==> config.mk <==
export PLATFORM = sky130hd
export DESIGN_NAME = cache_arbiter
export DESIGN_NICKNAME = d
export VERILOG_FILES = /design/src/rtl/cache_arbiter.sv
export SDC_FILE = /design/constraint.sdc
export NUM_CORES = 1
export LEC_CHECK = 0
export CAP_MARGIN = 20
export CORE_AREA = 2 2 543 545
export DETAILED_ROUTE_END_ITERATION = 10
export DIE_AREA = 0 0 545 547
export GPL_ROUTABILITY_DRIVEN = 0
export HOLD_SLACK_MARGIN = 0.03
export SLEW_MARGIN = 20
export SYNTH_ARGS = -nofsm -noshare
export SYNTH_HDL_FRONTEND = slang
export SYNTH_SLANG_ARGS = --single-unit
==> constraint.sdc <==
create_clock -name clk -period 4.6 [get_ports clk]
set_input_delay 0.69 -clock clk [delete_from_list [all_inputs] [get_ports clk]]
set_output_delay 0.69 -clock clk [all_outputs]
set_load 0.02 [all_outputs]
==> src/rtl/cache_arbiter.sv <==
// Shares one physical memory port between the I-cache and D-cache line-miss ports.
// One line transaction in flight; D wins when uncontended, contention alternates.
module cache_arbiter #(
    parameter int unsigned LINE_WIDTH = 256,
    parameter int unsigned ADDR_WIDTH = 32
) (
    input  logic                  clk,
    input  logic                  rst,

    input  logic                  i_pmem_read,
    input  logic [ADDR_WIDTH-1:0] i_pmem_address,
    output logic [LINE_WIDTH-1:0] i_pmem_rdata,
    output logic                  i_pmem_resp,

    input  logic                  d_pmem_read,
    input  logic                  d_pmem_write,
    input  logic [ADDR_WIDTH-1:0] d_pmem_address,
    input  logic [LINE_WIDTH-1:0] d_pmem_wdata,
    output logic [LINE_WIDTH-1:0] d_pmem_rdata,
    output logic                  d_pmem_resp,

    output logic                  mem_read,
    output logic                  mem_write,
    output logic [ADDR_WIDTH-1:0] mem_address,
    output logic [LINE_WIDTH-1:0] mem_wdata,
    input  logic [LINE_WIDTH-1:0] mem_rdata,
    input  logic                  mem_resp
);

    localparam logic [1:0] IDLE    = 2'd0;
    localparam logic [1:0] SERVE_I = 2'd1;
    localparam logic [1:0] SERVE_D = 2'd2;

    logic [1:0]            r_state;
    logic                  r_last_d;
    logic                  r_mem_read;
    logic                  r_mem_write;
    logic [ADDR_WIDTH-1:0] r_mem_address;
    logic [LINE_WIDTH-1:0] r_mem_wdata;

    logic w_i_pend;
    logic w_d_pend;
    logic w_grant_d;
    logic w_grant_i;

    assign w_i_pend = i_pmem_read;
    assign w_d_pend = d_pmem_read | d_pmem_write;

    // Under contention the side that did not win last time goes next.
    assign w_grant_d = (r_state == IDLE) & w_d_pend & (~w_i_pend | ~r_last_d);
    assign w_grant_i = (r_state == IDLE) & w_i_pend & ~w_grant_d;

    always_ff @(posedge clk) begin
        if (rst) begin
            r_state       <= IDLE;
            r_last_d      <= 1'b0;
            r_mem_read    <= 1'b0;
            r_mem_write   <= 1'b0;
            r_mem_address <= '0;
            r_mem_wdata   <= '0;
        end else begin
            case (r_state)
                IDLE: begin
                    if (w_grant_d) begin
                        r_state       <= SERVE_D;
                        r_last_d      <= 1'b1;
                        r_mem_read    <= d_pmem_read;
                        r_mem_write   <= d_pmem_write;
                        r_mem_address <= d_pmem_address;
                        r_mem_wdata   <= d_pmem_wdata;
                    end else if (w_grant_i) begin
                        r_state       <= SERVE_I;
                        r_last_d      <= 1'b0;
                        r_mem_read    <= 1'b1;
                        r_mem_write   <= 1'b0;
                        r_mem_address <= i_pmem_address;
                    end
                end
                SERVE_I, SERVE_D: begin
                    // Requesters dropping mid-flight are ignored; only mem_resp ends it.
                    if (mem_resp) begin
                        r_state     <= IDLE;
                        r_mem_read  <= 1'b0;
                        r_mem_write <= 1'b0;
                    end
                end
                default: begin
                    r_state     <= IDLE;
                    r_mem_read  <= 1'b0;
                    r_mem_write <= 1'b0;
                end
            endcase
        end
    end

    assign mem_read     = r_mem_read;
    assign mem_write    = r_mem_write;
    assign mem_address  = r_mem_address;
    assign mem_wdata    = r_mem_wdata;

    assign i_pmem_resp  = (r_state == SERVE_I) & mem_resp;
    assign d_pmem_resp  = (r_state == SERVE_D) & mem_resp;
    assign i_pmem_rdata = mem_rdata;
    assign d_pmem_rdata = mem_rdata;

endmodule

Word level (Yosys, flattened, before mapping)
Index checks and enable logic that the tools add are counted.
{"block": "word_totals", "inputBits": 582, "register_bits": 293, "out_inout_bits": 804}
{"block": "classes", "mux": 14, "n_reduce_logical": 6, "eq_ne": 4, "bitwise_logic": 11}
{"cell": "two-way mux 32 bit", "count": 2}
{"cell": "AND 1 bit", "count": 6}
{"cell": "two-way mux 1 bit", "count": 6}
{"cell": "two-way mux 2 bit", "count": 3}
{"cell": "AND reduction 2 bit", "count": 3}
{"cell": "one-hot mux 1 bit (2 select lines)", "count": 2}
{"cell": "one-hot mux 2 bit (2 select lines)", "count": 1}
{"cell": "inequality test 3 bit (second input constant)", "count": 1}
{"cell": "NOT 1 bit", "count": 3}
{"cell": "equality test 2 x 1 -> 1 bit (second input constant)", "count": 1}
{"cell": "equality test 2 bit (second input constant)", "count": 1}
{"cell": "logical NOT 2 bit", "count": 1}
{"cell": "inequality test 2 bit (second input constant)", "count": 1}
{"cell": "OR 1 bit", "count": 2}
{"cell": "nonzero test 2 bit", "count": 1}
{"cell": "OR reduction 2 bit", "count": 1}

Depth between registers and ports, before layout
{"block": "logic_depth", "ltp_word": 8, "ltp_mapped": 8, "mapped_depth_nobuf": 5}

Least setup slack after synthesis
OpenSTA, ideal clock, no wires.
{"block": "synth_timing", "path_type": "input to register", "startpoint": "in d_pmem_write", "endpoint": "reg r_mem_wdata[245], in the netlist mem_wdata[245]", "slack_ps": 2852, "required_ps": 4468, "stages": 7, "path_buffers": 4, "t_arrival_ps": 1616, "setup_time_ps": 132, "path_cell_list": "buf_6 or2_1 buf_4 buf_4 buf_2 nand3_1 a21oi_1"}
{"block": "synth_between", "elab_chain_len": 4}
{"element": "start, declared", "line_no": "16", "source": "input logic d_pmem_write,"}
{"element": "OR 1 bit", "line_no": "47", "source": "assign w_d_pend = d_pmem_read | d_pmem_write;"}
{"element": "AND 1 bit (2 in a row)", "line_no": "50", "source": "assign w_grant_d = (r_state == IDLE) & w_d_pend & (~w_i_pend | ~r_last_d);"}
{"element": "AND reduction 2 bit (no source line)"}
{"element": "end signal, assigned", "line_no": "70", "source": "r_mem_wdata <= d_pmem_wdata;"}
{"element": "end, declared", "line_no": "39", "source": "logic [LINE_WIDTH-1:0] r_mem_wdata;"}
No other way between the ends.
A chain may end at the register's enable or synchronous reset.

Final worst setup path
{"block": "layout_timing", "startpoint": "in mem_resp", "endpoint": "out i_pmem_resp"}
{"block": "layout_between", "elab_chain_len": 1}
{"element": "start, declared", "line_no": "27", "source": "input logic mem_resp"}
{"element": "AND 1 bit", "line_no": "101", "source": "assign i_pmem_resp = (r_state == SERVE_I) & mem_resp;"}
{"element": "end, declared", "line_no": "13", "source": "output logic i_pmem_resp,"}
No other way between the ends.

==> impl_results.md <==
- Top Usage Layer GRT: met2
- Area growth from synthesis to layout: 54.5%
- Adder-Cell Fraction of Synth Area: less than 1%
- Met3 usage: 16.7%
- # setup viols final: 0
- Sequential Power Share: about a quarter
- Fraction of layout instances using a drive strength above 1: between 5 and 6%
- Critical path class: in -> out
- Count leader, synth: buf_4
- Final Hold Fails: 0
- Most frequent cells after synthesis: buf_4, dfxtp_1, a21oi_1
- IO buf count: approximately 600
- CP required: roughly 3900 ps
- Syn. warnings: 0
- CTS clk-pin slew, worst paths: ~60 ps
- Total GRT Usage: around an eighth
- Top post-synthesis cells by area: dfxtp_1, buf_4, a21oi_1
- Post-layout instance area: ~24000 um2
- Met1 usage: a little under a tenth
- Dpl hpwl: 176000 um
- Antenna viol nets, final: 0
- Worst skew pair latency: approximately 670 ps
- Chip Width: around 550 um
- CTS tree: yes
- CP max stage cell: clkdlybuf4s50_1
- Post-synthesis mux area share: 0%
- # IOs: between 1000 and 1500
- Gr ovfl total: 0
- Post-CTS setup buffers: 0
- Top_reg_cell synth: dfxtp_1
- Htree depth: 2
- Status: completed
- Final Util: between 8 and 9%
- CP arrival: ~2200 ps
- Worst setup EP type: output pin
- Cell breakdown of the critical path: clkdlybuf4s50_1, and2_1, clkdlybuf4s50_1
- PD cells: 623 nW/um2
- Inserted Clock Buffers: between 40 and 50
- Core area: 293000 um2
- DRC errors left: 0
- Post-cts hold buffer count: 0
- Post-synth EDFFs: 0
- Simple-Gate Fraction of Synth Area: slightly below 9%
- Part of the total power dissipated in the clock network: between 20 and 25%
- Syn Std Cell Area: about 15000 um2
- Synth top area share: between 30% and 40%
- Switching pwr: 6.98 mW
- Clk sink count: 293
- Largest net degree at the start of global routing: approximately 140
- Crit share post-route: a little under two thirds
- Synth cell types: 31
- Relative slew slack: 28.8%
- Post-Syn Nets: around 2500
- CP max stage delay: around 790 ps
- Starting Density: approximately 5.2%
- GR Util met2: between 10% and 20%
- Final Skew: between 20 and 30 ps
- Synth area leader: dfxtp_1
- Largest family of logic cells by synthesized area: buffers and inverters
- Die Footprint: between 200000 and 300000 um2
- Post-synth ARST share: 0%
- Iteration-0 DRC Markers: 1439
- Worst hold path type: in -> reg
- Via count: approximately 15000
- CP dominant cell by count: clkdlybuf4s50_1
- Switching Fraction: between 40% and 50%
- Crit-path max FO: 3
- Slew @ Worst Pin: around 1100 ps
- WL final: 201000 um
- XOR/XNOR Fraction of Synth Area: 0%
- Via count of the first global-routing pass: roughly 14000
- Initial antenna violation count: 106
- Post-Place Setup Slack: 1330 ps
- Max_cap viols: 0
- Root buffer cell: clkbuf_16
- Max Clk Rate: roughly 340 MHz
- First-pass GRT wire length: between 200000 and 250000 um
- Startpoint Class: primary input
- Final worst slack: between 1500 and 2000 ps
- Synthesis-stage register bit count: ~300
- Comb power frac: about half
- Crit path time final: a little under 3000 ps
- Cell Count, Final, Fillers Out: approximately 5900
- WL per Instance: 34.1 um
- Slew Limit Fails: 0
- Drt pass-1 iters: 8
- Vias per cell: between 2 and 3
- Static Leak: 6.83 nW
- Syn Inst Count: 1895
- Dpl cell area: about 22000 um2
- Cell Int Power: between 7 and 8 mW
- Peak VDD IR: around 0.44 mV
- Die H: 547 um
- RSZ-0062 raised after global routing: no
- Sequential share of the synthesized area: between 30% and 40%
- Tot Pwr: 14.7 mW
- Nets: 2494
- Syn avg cell area: 8.06 um2
- Setup_tns: 0 ps
- Placed Cells: a little under 6000
- Row cnt: 199
- Resize count post-CTS: 0
- Synth Area in Compound Gates: between 20% and 30%
- Maximum buffer depth of the clock tree: 3
- Hold slack: roughly 460 ps
-- flip-flops by register name (all words and copies together), names as in the netlist --
register,count
mem_read,1
r_last_d,1
mem_wdata,256
mem_write,1
mem_address,32
r_state,2
-- per-layer routing --
| layer | share of wire, % | vias to the layer above |
|---|---|---|
| met2 | 39 | 1546 |
| li1 | - | 6099 |
| met1 | 24 | 6774 |
| met4 | 7.3 | 14 |
| met3 | 29 | 577 |
| met5 | 0.22 | - |
-- cells by family after synthesis --
family / after synthesis
compound gates: 650
fa+ha+maj: 3
buf+inv: 681
flops: 293
simple gates: 268
-- critical path: cells and delay by family --
kind	cells	cell delay, ps
AND/OR/NAND/NOR	1	170
buffers and inverters	2	1360
-- layout make-up --
class / instances / area, um2
Sequential cell: 293 / 5870
Tap cell: 3919 / 4900
Clock inverter: 20 / 223
Antenna cell: 26 / 65.1
Clock buffer: 56 / 1140
Inverter: 3 / 11.3
Timing Repair Buffer: 649 / 6630
Multi-Input combinational cell: 921 / 4760
Fill cell: 34200 / 269000
-- path summary, 6_finish.rpt --
kind | endpoint | slack [ps] | depth (start not counted) | from
setup / recovery | i_pmem_resp | 1680 | 3 | mem_resp
hold / removal | r_last_d | 460 | 2 | rst
setup reg to reg | mem_address[29] | 1990 | 6 | r_state[0]
hold reg to reg | mem_wdata[237] | 470 | 2 | mem_wdata[237]
-- power groups by stage --
| stage | logic (mW) | clock network, mW | registers [mW] |
|---|---|---|---|
| after floorplan | 3.00 | 0 | 4.63 |
| after detailed placement | 7.53 | 0 | 3.84 |
| after global placement | 7.52 | 0 | 3.83 |
| final | 7.49 | 3.39 | 3.81 |
| after CTS | 7.56 | 3.56 | 3.81 |
| after global routing | 8.01 | 3.60 | 3.90 |
-- layout by cell type, fill, tap and decap left out, types with 2 or more instances in the layout --
cell | netlist | final
clkbuf_16 | 0 | 41
a31oi_1 | 32 | 32
nand2_1 | 2 | 2
nand3_1 | 256 | 256
clkbuf_8 | 0 | 6
bufinv_16 | 0 | 2
clkdlybuf4s50_1 | 0 | 616
clkinv_2 | 0 | 7
ha_1 | 3 | 3
diode_2 | 0 | 26
clkinv_4 | 0 | 2
clkinv_8 | 0 | 2
o21ai_0 | 182 | 182
clkinvlp_4 | 0 | 4
inv_6 | 0 | 2
and2_1 | 2 | 2
buf_12 | 0 | 15
clkbuf_1 | 70 | 9
inv_1 | 3 | 2
dfxtp_1 | 293 | 293
nor3_1 | 2 | 2
buf_4 | 528 | 16
a21oi_1 | 289 | 289
a32o_1 | 2 | 2
o21ai_1 | 138 | 138
Power figures use the tool's default switching activity.
